==> config.mk <==
export PLATFORM = sky130hd
export DESIGN_NAME = inst_fetch_bridge
export DESIGN_NICKNAME = d
export VERILOG_FILES = /design/src/rtl/mips_fetch_pkg.sv /design/src/rtl/inst_addr_map.sv /design/src/rtl/inst_fetch_bridge.sv
export SDC_FILE = /design/constraint.sdc
export NUM_CORES = 1
export LEC_CHECK = 0
export CORE_MARGIN = 5
export CORE_UTILIZATION = 38
export DETAILED_ROUTE_END_ITERATION = 16
export PLACE_DENSITY_LB_ADDON = 0.15
export SLEW_MARGIN = 20
export SYNTH_ARGS = -nofsm -noshare
export SYNTH_HDL_FRONTEND = slang
export SYNTH_SLANG_ARGS = --single-unit
==> constraint.sdc <==
create_clock -name clk -period 2.15 [get_ports clk]
set_input_delay 0.43 -clock clk [delete_from_list [all_inputs] [get_ports clk]]
set_output_delay 0.43 -clock clk [all_outputs]
set_load 0.02 [all_outputs]
==> src/rtl/mips_fetch_pkg.sv <==
// Shared definitions for the instruction-fetch bridge: FSM state encoding,
// the suppressed-fetch instruction, the boot PC and the kseg translation constants.
package mips_fetch_pkg;

  typedef enum logic [2:0] {
    ST_IDLE = 3'd0,
    ST_REQ  = 3'd1,
    ST_WAIT = 3'd2,
    ST_DONE = 3'd3,
    ST_DROP = 3'd4
  } fetch_state_e;

  // Instruction handed to the pipeline when an address error suppresses the fetch.
  localparam logic [31:0] NOP_INSTR = 32'h0000_0000;

  // Boot PC of the core (kseg1 ROM).
  localparam logic [31:0] RESET_PC  = 32'hbfc0_0000;

  // kseg0/kseg1 are selected by VA[31:30]==2'b10; the physical address keeps VA[28:0].
  localparam logic [1:0]  KSEG_SEL  = 2'b10;
  localparam logic [31:0] KSEG_MASK = 32'h1fff_ffff;

endpackage

==> src/rtl/inst_addr_map.sv <==
// Combinational kseg0/kseg1 -> physical translation of the fetch address.
// Only instantiated when INST_FETCH_KSEG_MAP_EN is defined.
module inst_addr_map
  import mips_fetch_pkg::*;
#(
  parameter int ADDR_W = 32
) (
  input  logic [ADDR_W-1:0] addr_i,
  output logic [ADDR_W-1:0] addr_o
);

  // Strip the segment bits of unmapped kernel segments; everything else passes through.
  always_comb begin
    addr_o = addr_i;
    if (addr_i[ADDR_W-1 -: 2] == KSEG_SEL) begin
      addr_o = addr_i & ADDR_W'(KSEG_MASK);
    end
  end

endmodule

==> src/rtl/inst_fetch_bridge.sv <==
// Fetch-stage bridge between the PC register and an SRAM-like instruction bus.
// One bus transaction per PC, result held until the pipeline consumes it.
// Optional build macro: INST_FETCH_KSEG_MAP_EN (kseg0/kseg1 address translation
// applied when the PC is latched in IDLE).
//
// Bus handshake: inst_req is held with a stable inst_addr until a cycle in which
// inst_addr_ok is high (the address is accepted on that clock edge); the read data
// is then taken on the first later edge with inst_data_ok high. Only one transaction
// is ever outstanding, and inst_data_ok is looked at only while one is.
// Pipeline side: instr_valid means instr/instr_adel belong to the current pcf; the
// result is consumed on an edge with en (or discarded with flush) high.
module inst_fetch_bridge #(
  parameter int ADDR_W = 32,
  parameter int DATA_W = 32,
  parameter logic [DATA_W-1:0] NOP_INSTR = DATA_W'(mips_fetch_pkg::NOP_INSTR)
) (
  input  logic              clk,
  input  logic              rst,
  input  logic [ADDR_W-1:0] pcf,
  input  logic              pcf_adel,
  input  logic              en,
  input  logic              flush,
  output logic              inst_req,
  output logic [ADDR_W-1:0] inst_addr,
  input  logic              inst_addr_ok,
  input  logic [DATA_W-1:0] inst_rdata,
  input  logic              inst_data_ok,
  output logic [DATA_W-1:0] instr,
  output logic              instr_valid,
  output logic              instr_adel,
  output logic              stall_f
);

  import mips_fetch_pkg::*;

  fetch_state_e      state_q, state_d;
  logic [ADDR_W-1:0] addr_q, addr_d;
  logic [DATA_W-1:0] instr_q, instr_d;
  logic              adel_q, adel_d;
  // A flush arrived while the address phase could not be withdrawn.
  logic              flush_seen_q, flush_seen_d;
  logic [ADDR_W-1:0] mapped_addr;

`ifdef INST_FETCH_KSEG_MAP_EN
  inst_addr_map #(
    .ADDR_W (ADDR_W)
  ) u_addr_map (
    .addr_i (pcf),
    .addr_o (mapped_addr)
  );
`else
  assign mapped_addr = pcf;
`endif

  // Next-state and datapath-update logic of the fetch FSM.
  always_comb begin
    state_d      = state_q;
    addr_d       = addr_q;
    instr_d      = instr_q;
    adel_d       = adel_q;
    flush_seen_d = flush_seen_q;

    case (state_q)
      ST_IDLE: begin
        // A redirect this cycle means pcf is not yet the new target: sample again.
        if (!flush) begin
          if (pcf_adel) begin
            instr_d = NOP_INSTR;
            adel_d  = 1'b1;
            state_d = ST_DONE;
          end else begin
            addr_d  = mapped_addr;
            state_d = ST_REQ;
          end
        end
      end

      ST_REQ: begin
        if (flush) begin
          flush_seen_d = 1'b1;
        end
        if (inst_addr_ok) begin
          state_d = (flush_seen_q || flush) ? ST_DROP : ST_WAIT;
        end
      end

      ST_WAIT: begin
        if (inst_data_ok) begin
          if (flush) begin
            state_d = ST_IDLE;
          end else begin
            instr_d = inst_rdata;
            adel_d  = 1'b0;
            state_d = ST_DONE;
          end
        end else if (flush) begin
          state_d = ST_DROP;
        end
      end

      ST_DROP: begin
        // The bus still owes us the data of the abandoned fetch; swallow it.
        if (inst_data_ok) begin
          flush_seen_d = 1'b0;
          state_d      = ST_IDLE;
        end
      end

      ST_DONE: begin
        if (en || flush) begin
          state_d = ST_IDLE;
        end
      end

      default: begin
        state_d = ST_IDLE;
      end
    endcase
  end

  // State and datapath registers; reset abandons any transaction in flight.
  always_ff @(posedge clk or posedge rst) begin
    if (rst) begin
      state_q      <= ST_IDLE;
      addr_q       <= '0;
      instr_q      <= '0;
      adel_q       <= 1'b0;
      flush_seen_q <= 1'b0;
    end else begin
      state_q      <= state_d;
      addr_q       <= addr_d;
      instr_q      <= instr_d;
      adel_q       <= adel_d;
      flush_seen_q <= flush_seen_d;
    end
  end

  assign inst_req    = (state_q == ST_REQ);
  assign inst_addr   = addr_q;
  assign instr       = instr_q;
  assign instr_valid = (state_q == ST_DONE);
  assign instr_adel  = adel_q;
  assign stall_f     = ~instr_valid;

endmodule

==> out/results.ini, run 1 <==
[synth]
syn-num-nets=336
synth_common_cells=69 x dfrtp_1, 35 x nand2_1, 35 x o21ai_0
synth.top_cell.area_share=0.5562
post-synth-top-count-cell=dfrtp_1
netlist.top_cell.by_area=dfrtp_1
syn_inst=265
synth-edff-count=0
ys_types=29
synth_warnings=0
synth_ff_type=dfrtp_1
synth.yosys.seq_area_share=0.5562
async_flop_share=1.000
syn_area_per_cell_um2=11.71
syn_area_um2=3104
ys_top_cells_by_area=dfrtp_1 56%, mux2_4 15%, o31ai_1 7.7%, o21ai_0 5.6%, nand2_1 4.2%
ys_ff_latch=69

[die]
placementRows=33
pin_count=139
core-area_um2=8093
die_x_um=100.4
initial_core_util=0.3836
die_y_um=100.4
die-area_um2=10080

[clocking]
root_buffer=clkbuf_8
htreeDepth=3
cts_buffers=9
clock_path_buffers=2
cts_sinks=69
cts_hold_buf=0
clk_pin_slew_ns=0.08
cts_tree=done
insertion_delay_ns=0.34
postCtsSetupBuffers=0

[final_layout]
syn_to_final_growth_pct=57.76
multiInputGateArea_um2=1265
diodes=0
fillers=702
drive_above_1_share=0.1711
nNetsFinal=475
final-seq-area_um2=1727
final_core_util=0.6051

[power]
irDropWorstVdd_mv=0.5115
seqPwrFrac=0.330
p_sw_frac=0.3661
leakage_uw=0.002068
p_comb_frac=0.504
p_int_uw=4065
p_sw_uw=2348
powerDensity_nw_per_um2=1310
clockPowerShare=0.166
totalPowerFinal_uw=6413

[global_routing]
grt_pass1_wl_um=13070
grt_max_degree=66
antenna_found_initial=0
grt_overflow=0
first_global_vias=2535
grtUsageTotal=0.1619

[routing]
ant_nets=0
via_per_inst=5.031
drc=0
drtIter0Drc=85
first_pass_iters=4
wl_um=8122
drt-wirelength-per-cell_um=15.80
vias=2586

[worst_setup_path]
critPathMaxFanout=32
cp.arrival_ns=2.27
critPathKind=flip-flop to flip-flop
crit_path_start_kind=flip-flop
worstPathRequired_ns=2.37
end_kind=flip-flop
crit_chain=or3_2, or3_2, buf_12, mux2_4
cpPeakStageDelay_ns=0.50
cpMostUsedCell=or3_2
reg2reg_depth=4
slowest_stage=or3_2

[timing]
max_freq_mhz=488.6
relSlewSlack=0.6245
finalCritPeriodShare=0.9519
period_needed_ns=2.047
drv_slew=0
setup_viol=0
rsz0062_at_grt=no
hold_viol=0
worstMarginPinSlew_ns=0.5633
fin_skew_ns=0.005895

[placement]
hpwl_um=5944
routabilityCongestion=0.7437
io_buffers=138

[run_status]
status=complete, no violations

[flow_run]
cap_violations=0

[worst_hold_path]
hold_path.class=input pin to async pin

## path summary, 6_finish.rpt
kind,start,endpoint,slack (ns)
min reg2reg,instr[23],instr[23],0.51
max in group asynchronous,rst,instr[31],1.15
max,state_q[0],inst_addr[13],0.10
min,rst,inst_addr[6],0.45
max reg2reg,state_q[0],inst_addr[13],0.10
min in group clk,instr[23],instr[23],0.51
## repair_timing
| action | CTS | global route |
|---|---|---|
| pin swaps | 0 | 0 |
| gates resized for setup | 3 | 1 |
| setup endpoints to repair | 3 | 2 |
| endpoints found under the hold margin | 0 | 0 |
## cells by family (layout without fill, tap and decap cells)
group / after synthesis / after routing / synth area share
flip-flops: 69 / 69 / 0.5562
buffers and inverters: 30 / 174 / 0.04434
AO/OA/AOI/OAI: 78 / 78 / 0.1604
multiplexers: 34 / 34 / 0.1588
AND/OR/NAND/NOR: 54 / 54 / 0.08021
## sequential cells by signal (all words and copies together) (netlist names)
register,cells
flush_seen_q,1
inst_addr,32
instr,32
instr_adel,1
state_q,3
## metrics by stage
step | TNS, ns | instances | cell area [um^2] | hold WS, ns | setup slack [ns]
floorplan | 0 | 265 | 3108 | 0.5179 | 0.08609
finish | 0 | 514 | 4897 | 0.4461 | 0.1034
CTS | 0 | 514 | 4892 | 0.4478 | 0.04721
global placement | -7.189 | 498 | 4697 | 0.4869 | -0.2291
detailed placement | -7.203 | 498 | 4697 | 0.4931 | -0.2366
global route | 0 | 514 | 4897 | 0.4751 | 0.001027
## cells in the final DEF, fill, tap and decap left out, types with 3 or more instances in the layout
cell type        count
clkinvlp_4           4
nand2_1             35
buf_4               10
buf_12               5
clkdlybuf4s50_1    135
nor2_1               3
clkbuf_8             9
inv_1                4
o31ai_1             32
dfrtp_1             69
o21ai_0             35
mux2_4              30
dlygate4sd2_1        3
## metal layers
layer,global-route usage,wire length [um]
met1,0.2261,3740
met2,0.2360,3559
met3,0.06741,795
met4,0.03523,26
met5,0,0
## power groups by stage
stage               Clock, uW  Sequential, uW  Combinational [uW]
floorplan                   0            2710                1170
global placement            0            2130                3220
detailed placement          0            2140                3280
CTS                      1090            2120                3270
global route             1140            2190                3440
finish                   1060            2120                3230
## critical path, delay by kind of cell (launching register included)
family / cells / cell delay, ns
flops: 1 / 0.44
mux: 1 / 0.32
simple gates: 2 / 0.95
buf+inv: 1 / 0.21
## area by class of cell
class	count	share of cell area
clock buffer	9	0.02529
inverter	5	0.004599
multi-input combinational	166	0.2583
tap	105	0.02683
timing repair buffer	153	0.3171
clock inverter	7	0.01533
sequential	69	0.3526
Note: power is estimated with default switching activity, not from simulation.
==> inputs of run 2 (changes only) <==
--- a/config.mk
+++ b/config.mk
@@ -9,6 +9,7 @@
 export CORE_UTILIZATION = 38
 export DETAILED_ROUTE_END_ITERATION = 16
 export PLACE_DENSITY_LB_ADDON = 0.15
+export SKIP_CTS_REPAIR_TIMING = 1
 export SLEW_MARGIN = 20
 export SYNTH_ARGS = -nofsm -noshare
 export SYNTH_HDL_FRONTEND = slang
==> constraint.sdc (replaced) <==
create_clock -name clk -period 2.15 [get_ports clk]
set_input_delay 0.645 -clock clk [delete_from_list [all_inputs] [get_ports clk]]
set_output_delay 0.645 -clock clk [all_outputs]
set_load 0.02 [all_outputs]
==> out/results.ini, run 2 (same netlist as run 1, synthesis figures left out) <==
[run_status]
status=complete, no violations  ; unchanged

[routing]
via_per_inst=4.955  ; was 5.031
drtIter0Drc=95  ; was 85
vias=2557  ; was 2586
wl_met2_um=3506  ; was 3559 um
ant_nets=0  ; unchanged
wl_met1_um=3740  ; unchanged
drt-wirelength-per-cell_um=15.77  ; was 15.80 um
first_pass_iters=4  ; unchanged
highest_layer=met4  ; unchanged
drc=0  ; unchanged
wl_um=8137  ; was 8122 um
wl_met3_um=798  ; was 795 um

[power]
totalPowerFinal_uw=6462  ; was 6413 uW
powerDensity_nw_per_um2=1304  ; was 1310 nW/um^2
irDropWorstVdd_mv=0.5462  ; was 0.5115 mV
leakage_uw=0.002127  ; was 0.002068 uW

[timing]
worst_hold_slack_ns=0.5074  ; was 0.4461 ns
finalCritPeriodShare=0.9856  ; was 0.9519
period_needed_ns=2.119  ; was 2.047 ns
max_freq_mhz=471.9  ; was 488.6 MHz
worstMarginPinSlew_ns=0.5601  ; was 0.5633 ns
relSlewSlack=0.6266  ; was 0.6245
hold_viol=0  ; unchanged
setup_slack_ns=0.03088  ; was 0.1034 ns
fin_skew_ns=0.006127  ; was 0.005895 ns
drv_slew=0  ; unchanged
rsz0062_at_grt=no  ; unchanged
setup_viol=0  ; unchanged

[final_layout]
drive_above_1_share=0.1727  ; was 0.1711
fillers=681  ; was 702
multiInputGateArea_um2=1272  ; was 1265 um^2
mostFrequentLayoutCells=135 x clkdlybuf4s50_1, 69 x dfrtp_1, 35 x o21ai_0, 35 x nand2_1, 32 x o31ai_1  ; unchanged
syn_to_final_growth_pct=59.65  ; was 57.76%
final_common_cell=clkdlybuf4s50_1  ; unchanged
stdcell_area_um2=4956  ; was 4897 um^2
diodes=0  ; unchanged
final_core_util=0.6124  ; was 0.6051
nNetsFinal=477  ; was 475
final-seq-area_um2=1727  ; unchanged

[global_routing]
grt_overflow=0  ; unchanged
first_global_vias=2415  ; was 2535
grt_max_degree=70  ; was 66
antenna_found_initial=0  ; unchanged
grt_pass1_wl_um=12520  ; was 13070 um
grtUsageTotal=0.1575  ; was 0.1619

[die]
placementRows=33  ; unchanged
initial_core_util=0.3836  ; unchanged
die_y_um=100.4  ; unchanged
die_x_um=100.4  ; unchanged
core-area_um2=8093  ; unchanged
die-area_um2=10080  ; unchanged
pin_count=139  ; unchanged

[placement]
dp_slack_ns=-0.4569  ; was -0.2366 ns
io_buffers=138  ; unchanged
routabilityCongestion=0.7919  ; was 0.7437
hpwl_um=5642  ; was 5944 um
placed_area_um2=4690  ; was 4697 um^2

[worst_setup_path]
cp.arrival_ns=2.35  ; was 2.27 ns
end_kind=flip-flop  ; unchanged
worstPathRequired_ns=2.38  ; was 2.37 ns
critPathKind=input pin to flip-flop  ; was flip-flop to flip-flop
critPathMaxFanout=16  ; was 32
crit_path_start_kind=input pin  ; was flip-flop

[clocking]
root_buffer=clkbuf_8  ; unchanged
cts_tree=done  ; unchanged
htreeDepth=3  ; unchanged
cts_buffers=9  ; unchanged
insertion_delay_ns=0.34  ; about the same
clock_path_buffers=2  ; unchanged
clk_pin_slew_ns=0.08  ; about the same
cts_sinks=69  ; unchanged

[flow_run]
cap_violations=0  ; unchanged

[worst_hold_path]
hold_path.class=flip-flop to flip-flop  ; was input pin to async pin

[run 2: area by class of cell]
type | instances | share of cell area
sequential | 69 | 0.3484
multi-input combinational | 166 | 0.2568
timing repair buffer | 155 | 0.3232
inverter | 5 | 0.004544
tap | 105 | 0.02651
clock buffer | 11 | 0.02853
clock inverter | 5 | 0.01212
[run 2: metal layers]
metal / global-route usage / up-vias
li1: - / 1228
met1: 0.2154 / 1203
met2: 0.2263 / 118
met3: 0.06463 / 8
met4: 0.05285 / 0
met5: 0 / -
[run 2: worst paths after layout]
path	start	endpoint	slack [ns]	depth (start not counted)
max	flush	inst_addr[2]	0.03	5
min	instr[11]	instr[11]	0.51	2
max reg2reg	state_q[2]	inst_addr[2]	0.25	4
min reg2reg	instr[11]	instr[11]	0.51	2
max in group asynchronous	rst	instr[5]	1.06	3
min in group asynchronous	rst	inst_addr[30]	0.79	3
[run 2: power by group]
group / switching (uW) / internal [uW] / total [uW] / leakage [uW]
Clock: 506 / 570 / 1080 / 0.0000995
Sequential: 308 / 1820 / 2130 / 0.000876
Combinational: 1520 / 1740 / 3260 / 0.00115
[run 2: critical path: stages]
cell and delay, ns:
clkdlybuf4s50_1 0.41, or3_4 0.33, or3_4 0.43, clkbuf_16 0.22
mux2_4 0.30
[run 2: stage by stage]
step | TNS, ns | std cells
final | 0 | 516
after floorplan | 0 | 265
after global placement | -17.62 | 498
after detailed placement | -18.04 | 498
after CTS | -2.630 | 514
after global routing | 0 | 516
==> inputs of run 3 (changes only) <==
--- a/config.mk
+++ b/config.mk
@@ -6,7 +6,7 @@
 export NUM_CORES = 1
 export LEC_CHECK = 0
 export CORE_MARGIN = 5
-export CORE_UTILIZATION = 38
+export CORE_UTILIZATION = 40
 export DETAILED_ROUTE_END_ITERATION = 16
 export PLACE_DENSITY_LB_ADDON = 0.15
 export SKIP_CTS_REPAIR_TIMING = 1
==> constraint.sdc (replaced) <==
create_clock -name clk -period 2.5 [get_ports clk]
set_input_delay 0.75 -clock clk [delete_from_list [all_inputs] [get_ports clk]]
set_output_delay 0.75 -clock clk [all_outputs]
set_load 0.02 [all_outputs]
==> out/results.ini, run 3 (same netlist as run 1, synthesis figures left out) <==
[timing]
drv_slew=0  ; unchanged
fin_skew_ns=0.01138  ; was 0.006127 ns
hold_viol=0  ; unchanged
max_freq_mhz=416.7
setup_slack_ns=0.09995  ; was 0.03088 ns
period_needed_ns=2.400
worstMarginPinSlew_ns=0.5577  ; was 0.5601 ns
rsz0062_at_grt=no  ; unchanged
setup_viol=0  ; unchanged
finalCritPeriodShare=0.9600
tns_ns=0  ; unchanged
relSlewSlack=0.6282  ; was 0.6266
worst_hold_slack_ns=0.5066  ; was 0.5074 ns

[routing]
drt-wirelength-per-cell_um=16.07  ; was 15.77 um
drc=0  ; unchanged
wl_met3_um=525  ; was 798 um
highest_layer=met4  ; unchanged
vias=2554  ; was 2557
ant_nets=0  ; unchanged
wl_met2_um=3896  ; was 3506 um
wl_met1_um=3627  ; was 3740 um
wl_um=8198  ; was 8137 um
drtIter0Drc=105  ; was 95
first_pass_iters=5  ; was 4
via_per_inst=5.008  ; was 4.955

[final_layout]
nNetsFinal=474  ; was 477
mostFrequentLayoutCells=136 x clkdlybuf4s50_1, 69 x dfrtp_1, 35 x o21ai_0, 35 x nand2_1, 32 x o31ai_1  ; was 135 x clkdlybuf4s50_1, 69 x dfrtp_1, 35 x o21ai_0, 35 x nand2_1, 32 x o31ai_1
stdcell_area_um2=4842  ; was 4956 um^2
final_core_util=0.6332  ; was 0.6124
syn_to_final_growth_pct=55.99  ; was 59.65%
final_common_cell=clkdlybuf4s50_1  ; unchanged
drive_above_1_share=0.1642  ; was 0.1727
diodes=0  ; unchanged

[placement]
hpwl_um=5840  ; was 5642 um
placed_area_um2=4669  ; was 4690 um^2
dp_slack_ns=-0.2176  ; was -0.4569 ns
routabilityCongestion=0.8511  ; was 0.7919
io_buffers=138  ; unchanged

[run_status]
status=complete, no violations  ; unchanged

[worst_setup_path]
rrSetupSlack_ns=0.45  ; was 0.25 ns
worstPathRequired_ns=1.75  ; was 2.38 ns
timing.rr.end=inst_addr[26]  ; was inst_addr[2]
critPathKind=flip-flop to output pin  ; was input pin to flip-flop
r2r-start=state_q[2]  ; unchanged
cp.arrival_ns=1.65  ; was 2.35 ns
end_kind=output pin  ; was flip-flop
critPathMaxFanout=5  ; was 16
reg2reg_depth=4  ; unchanged
crit_path_start_kind=flip-flop  ; was input pin

[clocking]
insertion_delay_ns=0.33  ; was 0.34 ns
root_buffer=clkbuf_8  ; unchanged
htreeDepth=3  ; unchanged
cts_tree=done  ; unchanged
clock_path_buffers=2  ; unchanged
clk_pin_slew_ns=0.08  ; about the same
cts_buffers=9  ; unchanged
cts_sinks=69  ; unchanged

[global_routing]
antenna_found_initial=0  ; unchanged
grtUsageTotal=0.1729  ; was 0.1575
grt_max_degree=66  ; was 70
grt_pass1_wl_um=13430  ; was 12520 um
grt_overflow=0  ; unchanged
first_global_vias=2641  ; was 2415

[flow_run]
cap_violations=0  ; unchanged

[worst_hold_path]
hold_start=instr[16]  ; was instr[11]
whs_endpoint=instr[16]  ; was instr[11]
hold_path_depth=2  ; unchanged
hold_path.class=flip-flop to flip-flop  ; unchanged

[die]
die-area_um2=9623  ; was 10080 um^2
die_x_um=98.10  ; was 100.4 um
initial_core_util=0.4059  ; was 0.3836
pin_count=139  ; unchanged
core-area_um2=7647  ; was 8093 um^2
die_y_um=98.10  ; was 100.4 um
placementRows=32  ; was 33

[power]
powerDensity_nw_per_um2=1109  ; was 1304 nW/um^2
irDropWorstVdd_mv=0.6384  ; was 0.5462 mV
leakage_uw=0.002083  ; was 0.002127 uW

[run 3: cell count changes in the layout (fill, tap and decap cells not counted), moves of 2 or more]
cell,previous run,this run
or3_4,2,0
clkbuf_16,2,0
clkinv_2,1,3
or3_2,0,2
[run 3: critical path: stages, from the launching register on]
cell and delay [ns]:
dfrtp_1 0.41, inv_1 0.07, nor3_1 0.23, inv_1 0.07
clkdlybuf4s50_1 0.54
[run 3: report_power, final]
group / internal, uW / total (uW) / switching [uW] / leakage [uW]
combinational: 1460 / 2770 / 1310 / 0.00112
clock: 358 / 780 / 422 / 0.0000860
sequential: 1560 / 1820 / 256 / 0.000876
[run 3: per-layer routing]
metal,vias up,global-route usage
met3,12,0.03000
met1,1220,0.2318
met5,-,0
met4,0,0.07029
li1,1223,-
met2,99,0.2785
[run 3: worst max path at each step]
stage | to | from | slack [ns] | depth (start not counted)
floorplan | flush_seen_q | rst | 0.01 | 1
global placement | inst_addr[27] | flush | -0.19 | 5
detailed placement | inst_addr[26] | flush | -0.22 | 5
CTS | inst_req | state_q[2] | -0.04 | 2
global route | stall_f | state_q[0] | 0.004 | 4
finish | stall_f | state_q[0] | 0.1 | 4
[run 3: stage by stage]
stage	cells	power, uW
2_1_floorplan	265	3340
3_3_place_gp	494	4580
3_5_place_dp	494	4641
4_1_cts	510	5442
5_1_grt	510	5691
6_report	510	5372
[run 3: layout make-up]
cell class	count	area, um^2
tap	102	127.6
timing repair buffer	152	1541
sequential	69	1727
multi-input combinational	166	1260
fill	629	2805
clock inverter	6	40.04
clock buffer	10	127.6
inverter	5	18.77
